File: src/rtl/adc_conv_sequencer.sv
// Conversion sequencer for the SAR-ADC core: holds/release core reset, counts OSR
// results into a small FWFT FIFO, and recovers a hung core with a watchdog.
module adc_conv_sequencer #(
  parameter int FIFO_DEPTH     = 4,
  parameter int RST_CYCLES     = 4,
  parameter int TIMEOUT_CYCLES = 1023
) (
  input  logic       clk,
  input  logic       rst,
  input  logic       start_in,
  input  logic       stop_in,
  input  logic       continuous_in,
  input  logic [7:0] burst_len_in,
  input  logic [9:0] config_in,
  input  logic       clear_err_in,
  output logic       core_rst_n_out,
  output logic [9:0] core_config_out,
  input  logic       core_conv_done_in,
  input  logic [9:0] core_result_in,
  output logic       rd_valid_out,
  input  logic       rd_ready_in,
  output logic [9:0] rd_data_out,
  output logic       busy_out,
  output logic [4:0] fifo_level_out,
  output logic       overflow_err_out,
  output logic       timeout_err_out
);

  localparam int         AW       = (FIFO_DEPTH > 1) ? $clog2(FIFO_DEPTH) : 1;
  localparam logic [3:0]  RST_LOAD = 4'(RST_CYCLES - 1);
  localparam logic [15:0] WD_LAST  = 16'(TIMEOUT_CYCLES - 1);
  localparam logic [4:0]  DEPTH5   = 5'(FIFO_DEPTH);

  typedef enum logic [1:0] {
    S_IDLE      = 2'd0,
    S_CORE_RST  = 2'd1,
    S_WAIT_DONE = 2'd2,
    S_RECOVER   = 2'd3
  } state_t;

  // Handshake: a FIFO entry moves to the consumer on every clk edge where
  // rd_valid_out and rd_ready_in are both 1; rd_data_out is the head whenever
  // rd_valid_out is 1 and never depends on rd_ready_in.

  // ------------------------------------------------------------------
  // Done strobe synchroniser and rising-edge detector
  // ------------------------------------------------------------------
  logic sync1_q, sync2_q, sync3_q, done_evt_q;

  always_ff @(posedge clk or posedge rst) begin
    if (rst) begin
      sync1_q    <= 1'b0;
      sync2_q    <= 1'b0;
      sync3_q    <= 1'b0;
      done_evt_q <= 1'b0;
    end else begin
      sync1_q    <= core_conv_done_in;
      sync2_q    <= sync1_q;
      sync3_q    <= sync2_q;
      done_evt_q <= sync2_q & ~sync3_q;
    end
  end

  // ------------------------------------------------------------------
  // Sequencer FSM
  // ------------------------------------------------------------------
  state_t      state_q;
  logic [3:0]  rst_cnt_q;
  logic [15:0] wd_q;
  logic [8:0]  remaining_q;
  logic        continuous_q;
  logic [9:0]  cfg_q;
  logic        core_rst_n_q;
  logic        timeout_err_q;
  logic        push;
  logic        trip;

  // Results are only meaningful while the core is running; stop does not mask them.
  assign push = done_evt_q && (state_q == S_WAIT_DONE);
  assign trip = (state_q == S_WAIT_DONE) && !stop_in && !done_evt_q && (wd_q == WD_LAST);

  always_ff @(posedge clk or posedge rst) begin
    if (rst) begin
      state_q       <= S_IDLE;
      rst_cnt_q     <= 4'd0;
      wd_q          <= 16'd0;
      remaining_q   <= 9'd0;
      continuous_q  <= 1'b0;
      cfg_q         <= 10'd0;
      core_rst_n_q  <= 1'b0;
      timeout_err_q <= 1'b0;
    end else begin
      timeout_err_q <= trip | (timeout_err_q & ~clear_err_in);
      case (state_q)
        S_IDLE: begin
          core_rst_n_q <= 1'b0;
          if (start_in) begin
            cfg_q        <= config_in;
            continuous_q <= continuous_in;
            remaining_q  <= (burst_len_in == 8'd0) ? 9'd256 : {1'b0, burst_len_in};
            rst_cnt_q    <= RST_LOAD;
            state_q      <= S_CORE_RST;
          end
        end
        S_CORE_RST, S_RECOVER: begin
          if (stop_in) begin
            state_q      <= S_IDLE;
            core_rst_n_q <= 1'b0;
          end else if (rst_cnt_q == 4'd0) begin
            state_q      <= S_WAIT_DONE;
            core_rst_n_q <= 1'b1;
            wd_q         <= 16'd0;
          end else begin
            rst_cnt_q <= rst_cnt_q - 4'd1;
          end
        end
        S_WAIT_DONE: begin
          if (stop_in) begin
            state_q      <= S_IDLE;
            core_rst_n_q <= 1'b0;
          end else if (done_evt_q) begin
            wd_q <= 16'd0;
            if (!continuous_q) begin
              remaining_q <= remaining_q - 9'd1;
              if (remaining_q == 9'd1) begin
                state_q      <= S_IDLE;
                core_rst_n_q <= 1'b0;
              end
            end
          end else if (wd_q == WD_LAST) begin
            // The in-flight result is lost; remaining is kept so it gets retried.
            state_q      <= S_RECOVER;
            core_rst_n_q <= 1'b0;
            rst_cnt_q    <= RST_LOAD;
          end else begin
            wd_q <= wd_q + 16'd1;
          end
        end
        default: begin
          state_q      <= S_IDLE;
          core_rst_n_q <= 1'b0;
        end
      endcase
    end
  end

  // ------------------------------------------------------------------
  // Result FIFO (first-word-fall-through)
  // ------------------------------------------------------------------
  logic [9:0]    mem_q [FIFO_DEPTH];
  logic [AW-1:0] wr_ptr_q, rd_ptr_q;
  logic [4:0]    level_q, level_d;
  logic          overflow_q;
  logic          empty, full, pop, push_ok, ovf_set;

  assign empty   = (level_q == 5'd0);
  assign full    = (level_q == DEPTH5);
  assign pop     = !empty && rd_ready_in;
  // A pop in the same cycle frees a slot, so a full FIFO can still accept.
  assign push_ok = push && (!full || pop);
  assign ovf_set = push && full && !pop;

  always_comb begin
    level_d = level_q;
    case ({push_ok, pop})
      2'b10:   level_d = level_q + 5'd1;
      2'b01:   level_d = level_q - 5'd1;
      default: level_d = level_q;
    endcase
  end

  always_ff @(posedge clk) begin
    if (push_ok) begin
      mem_q[wr_ptr_q] <= core_result_in;
    end
  end

  always_ff @(posedge clk or posedge rst) begin
    if (rst) begin
      wr_ptr_q   <= '0;
      rd_ptr_q   <= '0;
      level_q    <= 5'd0;
      overflow_q <= 1'b0;
    end else begin
      if (push_ok) begin
        wr_ptr_q <= wr_ptr_q + 1'b1;
      end
      if (pop) begin
        rd_ptr_q <= rd_ptr_q + 1'b1;
      end
      level_q    <= level_d;
      overflow_q <= ovf_set | (overflow_q & ~clear_err_in);
    end
  end

  // ------------------------------------------------------------------
  // Outputs
  // ------------------------------------------------------------------
  assign core_rst_n_out   = core_rst_n_q;
  assign core_config_out  = cfg_q;
  assign rd_valid_out     = !empty;
  assign rd_data_out      = empty ? 10'd0 : mem_q[rd_ptr_q];
  assign busy_out         = (state_q != S_IDLE);
  assign fifo_level_out   = level_q;
  assign overflow_err_out = overflow_q;
  assign timeout_err_out  = timeout_err_q;

endmodule

File: config.mk
export PLATFORM = sky130hd
export DESIGN_NAME = adc_conv_sequencer
export DESIGN_NICKNAME = d
export VERILOG_FILES = /design/src/rtl/adc_conv_sequencer.sv
export SDC_FILE = /design/constraint.sdc
export NUM_CORES = 1
export LEC_CHECK = 0
export CAP_MARGIN = 10
export CORE_UTILIZATION = 49
export DETAILED_ROUTE_END_ITERATION = 10
export PLACE_DENSITY = 0.79
export REMOVE_ABC_BUFFERS = 1
export SLEW_MARGIN = 20
export SYNTH_ARGS = -nofsm -noshare
export SYNTH_HDL_FRONTEND = slang
export SYNTH_SLANG_ARGS = --single-unit
export TNS_END_PERCENT = 100
File: constraint.sdc
create_clock -name clk -period 2.3 [get_ports clk]
set_input_delay 0.345 -clock clk [delete_from_list [all_inputs] [get_ports clk]]
set_output_delay 0.345 -clock clk [all_outputs]
set_load 0.02 [all_outputs]
==> flow_metrics.py, run 1 <==
metrics = {
    "status": {
        "status": "finished clean",
    },
    "critical_path": {
        "cp-end-kind": "primary output",
        "critPathMaxFanout": 11,
        "startpoint_type": "flip-flop",
        "path_buf_inv": 2,
        "cpPeakStageDelay_ns": 0.55,
        "crit_family": "buffers and inverters",
        "path_class": "reg2out",
        "cp_cell_sequence": "buf_4, or2_2, clkdlybuf4s50_1",
        "crit_path_top_delay_cell": "clkdlybuf4s50_1",
        "worstPathRequired_ns": 1.96,
        "arrival_ns": 1.87,
    },
    "finish": {
        "layout-drive-gt1-share_pct": 18.3,
        "post-route-util_pct": 62.4,
        "antenna_cells": 0,
        "layout.nets": 512,
        "stdcell_count": 581,
        "area_growth_pct": 23.8,
    },
    "power_and_ir_drop": {
        "p_int_uw": 3930,
        "ir_drop_v": 0.000556,
        "power.switching_uw": 2190,
        "powerDensity_nw_per_um2": 1070,
        "p_clk_share_pct": 17.8,
        "leakage_uw": 0.00226,
        "pwr-share-comb_pct": 41.8,
        "p_sw_share_pct": 35.7,
        "seqPwrFrac_pct": 40.4,
    },
    "floorplanning": {
        "die_h_um": 99.2,
        "rows": 35,
        "die_x_um": 99.2,
        "initial_core_util_pct": 50.4,
        "die-area_um2": 9850,
        "io_pins": 66,
        "coreArea_um2": 9200,
    },
    "routing": {
        "drt-total-wl_um": 9210,
        "ant_nets": 0,
        "vias": 3279,
        "vias_per_cell": 5.64,
        "firstDrtPassIters": 4,
        "post-route-drc-count": 0,
        "first_iter_violations": 153,
        "wl_per_cell_um": 15.9,
    },
    "logic_synthesis": {
        "syn_area_per_cell_um2": 12.2,
        "synth_seq_cells": 98,
        "async_reset_ff_share_pct": 59.2,
        "synth_flop_cell": "dfrtp_1",
        "synth_area_um2": 4630,
        "synth_edf_count": 40,
        "synthesis.instances": 380,
        "ys_types": 52,
        "synth-seq-area-share_pct": 57.3,
        "yosysWarnings": 0,
    },
    "grt": {
        "gr-usage-all-layers_pct": 19.8,
        "grt-ovfl-total": 0,
        "grt_pass1_vias": 3218,
        "antenna_found_initial": 0,
        "grt_max_degree": 59,
        "grt_pass1_wl_um": 15200,
    },
    "timing": {
        "relSlewSlack_pct": 64.1,
        "hold_viol": 0,
        "worst_pin_slew_ns": 0.525,
        "final.setup_skew_ns": 0.00856,
        "setup_viol_count_final": 0,
        "period_share_pct": 96.3,
        "post-route-min-period_ns": 2.22,
        "max_freq_mhz": 451,
        "fin_ws_ns": 0.0844,
        "tns_ns": 0,
        "grt_setup_unrepaired": "false",
        "slew_viol_final": 0,
    },
    "placed_design": {
        "place.gp.congestion": 0.797,
        "io_buffers": 65,
        "place_inst": 563,
        "hpwl_um": 6450,
        "dp_slack_ns": 0.0736,
    },
    "clock_tree": {
        "clock-root-buffer": "clkbuf_8",
        "numCtsBuffers": 9,
        "htreeDepth": 3,
        "cts_buffer_depth": 2,
        "cts.hold.buffers_added": 0,
        "cts_sinks": 98,
        "clock_latency_ns": 0.35,
        "path_clk_slew_ns": 0.10,
        "cts_tree": "built",
    },
    "job": {
        "cap_violations": 0,
    },
    "worst_hold_path": {
        "min_path_type": "in2async",
    },
}
-- layer usage --
| metal | vias to the layer above | routed length [µm] | track usage [%] |
|---|---|---|---|
| met4 | 0 | 72 | 5.54 |
| met5 | - | 0 | 0 |
| met1 | 1605 | 4140 | 25.9 |
| met2 | 90 | 4580 | 33.5 |
| li1 | 1576 | - | - |
| met3 | 8 | 414 | 4.08 |
-- worst paths after layout --
kind | depth (start not counted) | slack [ns] | endpoint | start
max in group asynchronous | 3 | 1.67 | state_q[0]$_DFFE_PP0P_ | rst
worst max-delay path | 3 | 0.08 | busy_out | state_q[0]$_DFFE_PP0P_
min in group clk | 0 | 0.37 | sync2_q$_DFF_PP0_ | sync1_q$_DFF_PP0_
worst min-delay path | 3 | 0.36 | core_config_out[9]$_DFFE_PP0P_ | rst
worst min register to register | 0 | 0.37 | sync2_q$_DFF_PP0_ | sync1_q$_DFF_PP0_
worst max register to register | 7 | 0.18 | wd_q[11]$_DFFE_PP0P_ | wd_q[0]$_DFFE_PP0P_
-- cell families (layout without fill, tap and decap cells) --
kind of cell / Yosys count / after routing / share of synthesized area [%]
flip-flops: 98 / 98 / 57.3
XOR/XNOR: 14 / 14 / 2.65
multiplexers: 24 / 24 / 8.24
adder cells (fa/ha/maj): 11 / 11 / 2.97
AND/OR/NAND/NOR: 126 / 126 / 14.9
AO/OA/AOI/OAI: 75 / 75 / 11.0
buffers and inverters: 32 / 122 / 3.05
-- power by group through the flow --
stage | sequential (µW) | clock [µW] | combinational, µW
after floorplan | 2670 | 0 | 1340
after global placement | 2470 | 0 | 2580
after detailed placement | 2490 | 0 | 2650
after CTS | 2460 | 1120 | 2580
after global routing | 2520 | 1190 | 2780
final | 2470 | 1090 | 2560
-- cell usage in the layout (no fill, tap or decap), types with 13 or more instances in the layout --
cell	instances
inv_1	16
mux2_2	13
nand2_1	25
clkdlybuf4s50_1	54
dfrtp_1	57
o21ai_0	15
and2_1	16
a21oi_1	16
edfxtp_1	40
buf_4	20
nor2_1	21
-- tightest hold or removal path, delay by kind of cell --
kind     cells  cell delay (ns)
buf+inv      3             0.76
-- layout make-up --
class | instances | area (µm²)
fillers | 726 | 3460
flip-flops and latches | 98 | 2650
multi-input cells | 250 | 1860
repair buffers | 89 | 830
well taps | 111 | 139
clock buffers | 10 | 128
clock inverters | 6 | 65.1
inverters | 17 | 63.8
-- flip-flops by register name, summed over array words and instances (netlist names) --
| register | cells |
|---|---|
| mem_q | 40 |
| wd_q | 16 |
| core_config_out | 10 |
| remaining_q | 9 |
| fifo_level_out | 5 |
| rst_cnt_q | 4 |
| rd_ptr_q | 2 |
| state_q | 2 |
| wr_ptr_q | 2 |
| continuous_q | 1 |
| core_rst_n_out | 1 |
| done_evt_q | 1 |
| overflow_err_out | 1 |
| sync1_q | 1 |
| sync2_q | 1 |
| sync3_q | 1 |
| timeout_err_out | 1 |
-- cells in the mapped netlist, types with 3 or more instances --
library cell   n  area share (%)
a2111oi_0      3            0.57
a21o_1         3            0.49
a21oi_1       16             1.7
a31oi_1        5            0.68
and2_1        16             2.2
buf_2          5            0.54
clkbuf_1       8            0.65
dfrtp_1       58              31
edfxtp_1      40              26
ha_1          11             3.0
inv_1         17             1.4
mux2_2        13             3.2
mux4_2        10             4.9
nand2_1       25             2.0
nand2b_1       8             1.1
nand3_1       10             1.1
nand3b_1       3            0.49
nand4_1        3            0.41
nor2_1        21             1.7
nor2b_1        3            0.41
nor3_1         9            0.97
nor4_1         3            0.41
o211ai_1       4            0.65
o21ai_0       15             1.6
o22a_1         4            0.76
o31ai_1        9             1.5
or2_2          3            0.41
or3_1          5            0.68
or4_1          6            0.97
xnor2_1       10             1.9
xor2_1         4            0.76
-- timing repair --
| item | 4_1_cts | 5_1_grt |
|---|---|---|
| resized for setup | 12 | 25 |
| setup buffers | 1 | 1 |
| endpoints found under the setup margin | 11 | 15 |
| pin swaps | 0 | 1 |
-- per-stage QoR --
stage / instance area, µm² / power (µW) / hold WS, ns
detailed placement: 5560 / 5140 / 0.348
global route: 5740 / 6480 / 0.376
finish: 5740 / 6120 / 0.356
global placement: 5560 / 5050 / 0.337
floorplan: 4560 / 4000 / 0.331
CTS: 5750 / 6170 / 0.355
No activity file was read; power rests on OpenSTA's default activity.
==> inputs of run 2 (changes only) <==
Settings changed: SKIP_LAST_GASP set to 1.
==> run 2 against run 1 <==
Combinational power about the same. Highest routed layer unchanged. Count of clock-buffer cells in the layout unchanged. Sequential share of layout area rose by 0.061 points. Cell area decreased by 0.13%. Utilization decreased by 0.082 points.
==> flow_metrics.py, run 2 (synthesized netlist as in run 1, its figures left out) <==
metrics = {
    "critical_path": {
        "cp_cell_sequence": "buf_4, or2_2, clkdlybuf4s50_1",
        "cpPeakStageDelay_ns": 0.55,
        "crit_path_top_delay_cell": "clkdlybuf4s50_1",
        "startpoint_type": "flip-flop",
        "arrival_ns": 1.87,
        "critPathMaxFanout": 11,
        "worstPathRequired_ns": 1.96,
        "crit_family": "buffers and inverters",
        "path_buf_inv": 2,
        "cp-end-kind": "primary output",
        "path_class": "reg2out",
    },
    "power_and_ir_drop": {
        "ir_drop_v": 0.000555,
        "powerDensity_nw_per_um2": 1060,
        "leakage_uw": 0.00226,
    },
    "clock_tree": {
        "clock-root-buffer": "clkbuf_8",
        "cts.hold.buffers_added": 0,
        "cts_sinks": 98,
        "path_clk_slew_ns": 0.10,
        "htreeDepth": 3,
        "cts_buffer_depth": 2,
        "cts_tree": "built",
        "numCtsBuffers": 9,
        "clock_latency_ns": 0.36,
    },
    "routing": {
        "ant_nets": 0,
        "wl_per_cell_um": 15.8,
        "first_iter_violations": 209,
        "vias_per_cell": 5.64,
        "post-route-drc-count": 0,
        "firstDrtPassIters": 4,
        "drt-total-wl_um": 9190,
        "vias": 3276,
    },
    "floorplanning": {
        "die_x_um": 99.2,
        "initial_core_util_pct": 50.4,
        "die_h_um": 99.2,
        "coreArea_um2": 9200,
        "io_pins": 66,
        "die-area_um2": 9850,
        "rows": 35,
    },
    "finish": {
        "antenna_cells": 0,
        "n_fill_cell": 728,
        "area_growth_pct": 23.7,
        "post-route-util_pct": 62.3,
        "final_cell_area_um2": 5730,
        "layout.nets": 512,
        "largest_register": "mem_q",
        "layout_common_cells": "57 x dfrtp_1, 54 x clkdlybuf4s50_1, 40 x edfxtp_1",
        "multiInputGateArea_um2": 1850,
        "layout-drive-gt1-share_pct": 17.9,
        "seq_area_um2": 2650,
        "mostFrequentLayoutCell": "dfrtp_1",
        "largest_reg_flops": 40,
    },
    "timing": {
        "hold_viol": 0,
        "max_freq_mhz": 451,
        "relSlewSlack_pct": 64.4,
        "worst_pin_slew_ns": 0.520,
        "post-route-min-period_ns": 2.22,
        "grt_setup_unrepaired": "true",
        "setup_viol_count_final": 0,
        "final.setup_skew_ns": 0.0103,
        "period_share_pct": 96.5,
        "slew_viol_final": 0,
    },
    "grt": {
        "grt_max_degree": 59,
        "grt-ovfl-total": 0,
        "antenna_found_initial": 0,
        "gr-usage-all-layers_pct": 19.8,
        "grt_pass1_wl_um": 15200,
        "grt_pass1_vias": 3218,
    },
    "status": {
        "status": "finished clean",
    },
    "placed_design": {
        "placed_cell_area_um2": 5560,
        "place.gp.congestion": 0.797,
        "hpwl_um": 6450,
        "io_buffers": 65,
    },
    "worst_hold_path": {
        "min_path_type": "in2async",
    },
    "job": {
        "cap_violations": 0,
    },
}
-- run 2: cell counts in the layout (fill, tap and decap cells not counted) --
Identical to the previous run, type by type.
-- run 2: power by group --
| group | switching [µW] | internal, µW | leakage [µW] |
|---|---|---|---|
| sequential | 321 | 2150 | 0.00109 |
| combinational | 1270 | 1270 | 0.00107 |
| clock | 584 | 506 | 0.0000983 |
| total | 2180 | 3920 | 0.00226 |
-- run 2: repair_timing --
item	4_1_cts	5_1_grt
pin swaps	0	1
endpoints found under the setup margin	11	15
gates resized for setup	12	23
setup buffers	1	1
-- run 2: path summary, 6_finish.rpt --
check	cells past startpoint	slack (ns)	endpoint	startpoint
min	3	0.35	core_config_out[9]$_DFFE_PP0P_	rst
max reg2reg	10	0.16	fifo_level_out[4]$_DFFE_PP0P_	fifo_level_out[0]$_DFFE_PP0P_
min reg2reg	0	0.37	sync2_q$_DFF_PP0_	sync1_q$_DFF_PP0_
max	3	0.08	busy_out	state_q[0]$_DFFE_PP0P_
max in group asynchronous	3	1.67	state_q[0]$_DFFE_PP0P_	rst
min in group clk	0	0.37	sync2_q$_DFF_PP0_	sync1_q$_DFF_PP0_
-- run 2: per-stage QoR --
step	worst slack, ns	hold WS (ns)	setup TNS, ns	cells	power [µW]
floorplan	-0.140	0.331	-0.170	365	4000
global placement	0.156	0.337	0	563	5050
detailed placement	0.0736	0.348	0	563	5140
CTS	0.0203	0.355	0	580	6170
global route	-0.0321	0.376	-0.0321	581	6470
finish	0.0816	0.350	0	581	6100
-- run 2: metal layers --
metal / track usage (%) / wire, µm / part of all wire, %
met5: 0 / 0 / 0
met1: 25.9 / 4100 / 45
met2: 33.5 / 4610 / 50
met4: 5.54 / 75 / 0.82
met3: 4.08 / 401 / 4.4
-- run 2: tightest hold or removal path, cell delays in order --
cell	delay [ns]
clkdlybuf4s50_1	0.41
inv_2	0.07
buf_12	0.28
-- run 2: area by class of cell --
type	instances	share of cell area [%]
Clock buffer	10	2.23
Multi-Input combinational cell	250	32.3
Clock inverter	6	1.14
Tap cell	111	2.42
Inverter	17	1.11
Sequential cell	98	46.3
Timing Repair Buffer	89	14.5
==> inputs of run 3 (changes only) <==
Settings changed: CORE_UTILIZATION 49 to 54, PLACE_DENSITY 0.79 to 0.82.
Clock period 2.3 ns to 2.4 ns, I/O delays scaled along.
==> run 3 against run 2 <==
Die area fell by 9.1%. Global-route usage rose by 3.7 points. Via count rose by 1.9%. Worst hold slack got worse by 0.022 ns. Count of clock-buffer cells in the layout fell by 1. Utilization rose by 6.7 points. Setup slack got worse by 0.015 ns. Combinational power fell by 5%. Critical path type unchanged. Largest cell class unchanged.
==> flow_metrics.py, run 3 (synthesized netlist as in run 1, its figures left out) <==
metrics = {
    "status": {
        "status": "finished clean",
    },
    "grt": {
        "grt_pass1_vias": 3388,
        "gr-usage-all-layers_pct": 23.4,
        "grt_pass1_wl_um": 15700,
        "grt_max_degree": 38,
        "antenna_found_initial": 0,
        "grt-ovfl-total": 0,
    },
    "timing": {
        "post-route-min-period_ns": 2.33,
        "max_freq_mhz": 428,
        "worst_pin_slew_ns": 0.656,
        "final.setup_skew_ns": 0.00970,
        "setup_viol_count_final": 0,
        "relSlewSlack_pct": 56.1,
        "period_share_pct": 97.2,
        "slew_viol_final": 0,
        "tns_ns": 0,
        "hold_viol": 0,
        "holdWs_ns": 0.327,
    },
    "floorplanning": {
        "rows": 33,
        "die_x_um": 94.6,
        "initial_core_util_pct": 56.1,
        "coreArea_um2": 8260,
        "io_pins": 66,
        "die_h_um": 94.6,
        "die-area_um2": 8950,
    },
    "power_and_ir_drop": {
        "pwr-share-comb_pct": 41.2,
        "power.switching_uw": 2190,
        "seqPwrFrac_pct": 41.0,
        "p_clk_share_pct": 17.8,
        "total_power_uw": 5860,
        "ir_drop_v": 0.000564,
        "leakage_uw": 0.00224,
        "p_int_uw": 3670,
        "powerDensity_nw_per_um2": 1030,
        "p_sw_share_pct": 37.3,
    },
    "routing": {
        "ant_nets": 0,
        "wl_per_cell_um": 16.8,
        "vias_per_cell": 5.84,
        "vias": 3337,
        "firstDrtPassIters": 4,
        "first_iter_violations": 254,
        "drt-total-wl_um": 9570,
        "post-route-drc-count": 0,
    },
    "placed_design": {
        "placed_cell_area_um2": 5500,
        "hpwl_um": 6750,
        "io_buffers": 65,
        "place.gp.congestion": 0.873,
    },
    "job": {
        "cap_violations": 0,
    },
    "critical_path": {
        "path_class": "reg2out",
        "cp-end-kind": "primary output",
        "arrival_ns": 1.97,
        "startpoint_type": "flip-flop",
        "worstPathRequired_ns": 2.04,
        "critPathMaxFanout": 13,
    },
    "clock_tree": {
        "clock-root-buffer": "clkbuf_8",
        "numCtsBuffers": 9,
        "path_clk_slew_ns": 0.10,
        "clock_latency_ns": 0.37,
        "htreeDepth": 3,
        "cts_buffer_depth": 2,
        "cts_tree": "built",
        "cts_sinks": 98,
        "cts.hold.buffers_added": 0,
    },
    "finish": {
        "final_cell_area_um2": 5700,
        "mostFrequentLayoutCell": "dfrtp_1",
        "largest_reg_flops": 40,
        "n_fill_cell": 607,
        "largest_register": "mem_q",
        "layout.nets": 508,
        "antenna_cells": 0,
        "layout_common_cells": "56 x dfrtp_1, 54 x clkdlybuf4s50_1, 40 x edfxtp_1",
        "area_growth_pct": 23.0,
        "layout-drive-gt1-share_pct": 17.2,
        "post-route-util_pct": 69.0,
    },
    "worst_hold_path": {
        "min_path_type": "in2async",
    },
}
==> run 3: cell count changes in the layout (fill, tap and decap cells not counted), moves of 2 or more <==
cell             delta
clkbuf_2            -3
clkinv_4            -2
inv_8               +3
buf_4               -2
buf_12              -2
clkdlybuf4s15_1     +3
==> run 3: repair_timing <==
item	CTS	global route
pin swaps	1	1
buffers inserted	1	1
resized for setup	13	21
setup endpoints to repair	12	11
==> run 3: worst paths after layout <==
path / slack (ns) / cells past startpoint / startpoint / endpoint
worst max-delay path: 0.07 / 6 / fifo_level_out[4]$_DFFE_PP0P_ / rd_data_out[4]
worst min-delay path: 0.33 / 2 / rst / timeout_err_out$_DFF_PP0_
worst max register to register: 0.17 / 10 / fifo_level_out[4]$_DFFE_PP0P_ / fifo_level_out[4]$_DFFE_PP0P_
worst min register to register: 0.36 / 0 / sync1_q$_DFF_PP0_ / sync2_q$_DFF_PP0_
max in group asynchronous: 1.50 / 3 / rst / fifo_level_out[2]$_DFFE_PP0P_
min in group clk: 0.36 / 0 / sync1_q$_DFF_PP0_ / sync2_q$_DFF_PP0_
==> run 3: power by group through the flow <==
stage	sequential (µW)	combinational [µW]	clock [µW]
6_report	2400	2420	1040
5_1_grt	2460	2620	1130
4_1_cts	2400	2420	1060
3_5_place_dp	2410	2470	0
3_3_place_gp	2390	2400	0
2_1_floorplan	2550	1280	0
==> run 3: through the flow <==
stage	cells	setup WS [ns]
2_1_floorplan	365	-0.0400
3_3_place_gp	553	0.209
3_5_place_dp	553	-0.0536
4_1_cts	570	-0.0369
5_1_grt	571	-0.0186
6_report	571	0.0661
==> run 3: worst max-delay path, stage by stage, from the launching register on <==
cell	delay, ns
dfrtp_2	0.45
nor4_4	0.30
and2b_1	0.19
inv_1	0.08
buf_4	0.18
and2_1	0.14
clkdlybuf4s15_1	0.27
==> run 3: layout make-up <==
cell class / count / area, µm² / area share [%]
Tap cell: 105 / 131 / 2.31
Sequential cell: 98 / 2660 / 46.6
Multi-Input combinational cell: 250 / 1860 / 32.7
Clock buffer: 9 / 124 / 2.17
Timing Repair Buffer: 85 / 790 / 13.9
Inverter: 17 / 63.8 / 1.12
Clock inverter: 7 / 71.3 / 1.25
==> run 3: metal layers <==
metal  global-route usage (%)  vias up  share of wire [%]
met5                        0        -                  0
met4                     10.9        0                2.5
met3                     4.59       21                5.8
met2                     38.8      117                 49
met1                     29.7     1619                 43
li1                         -     1580                  -
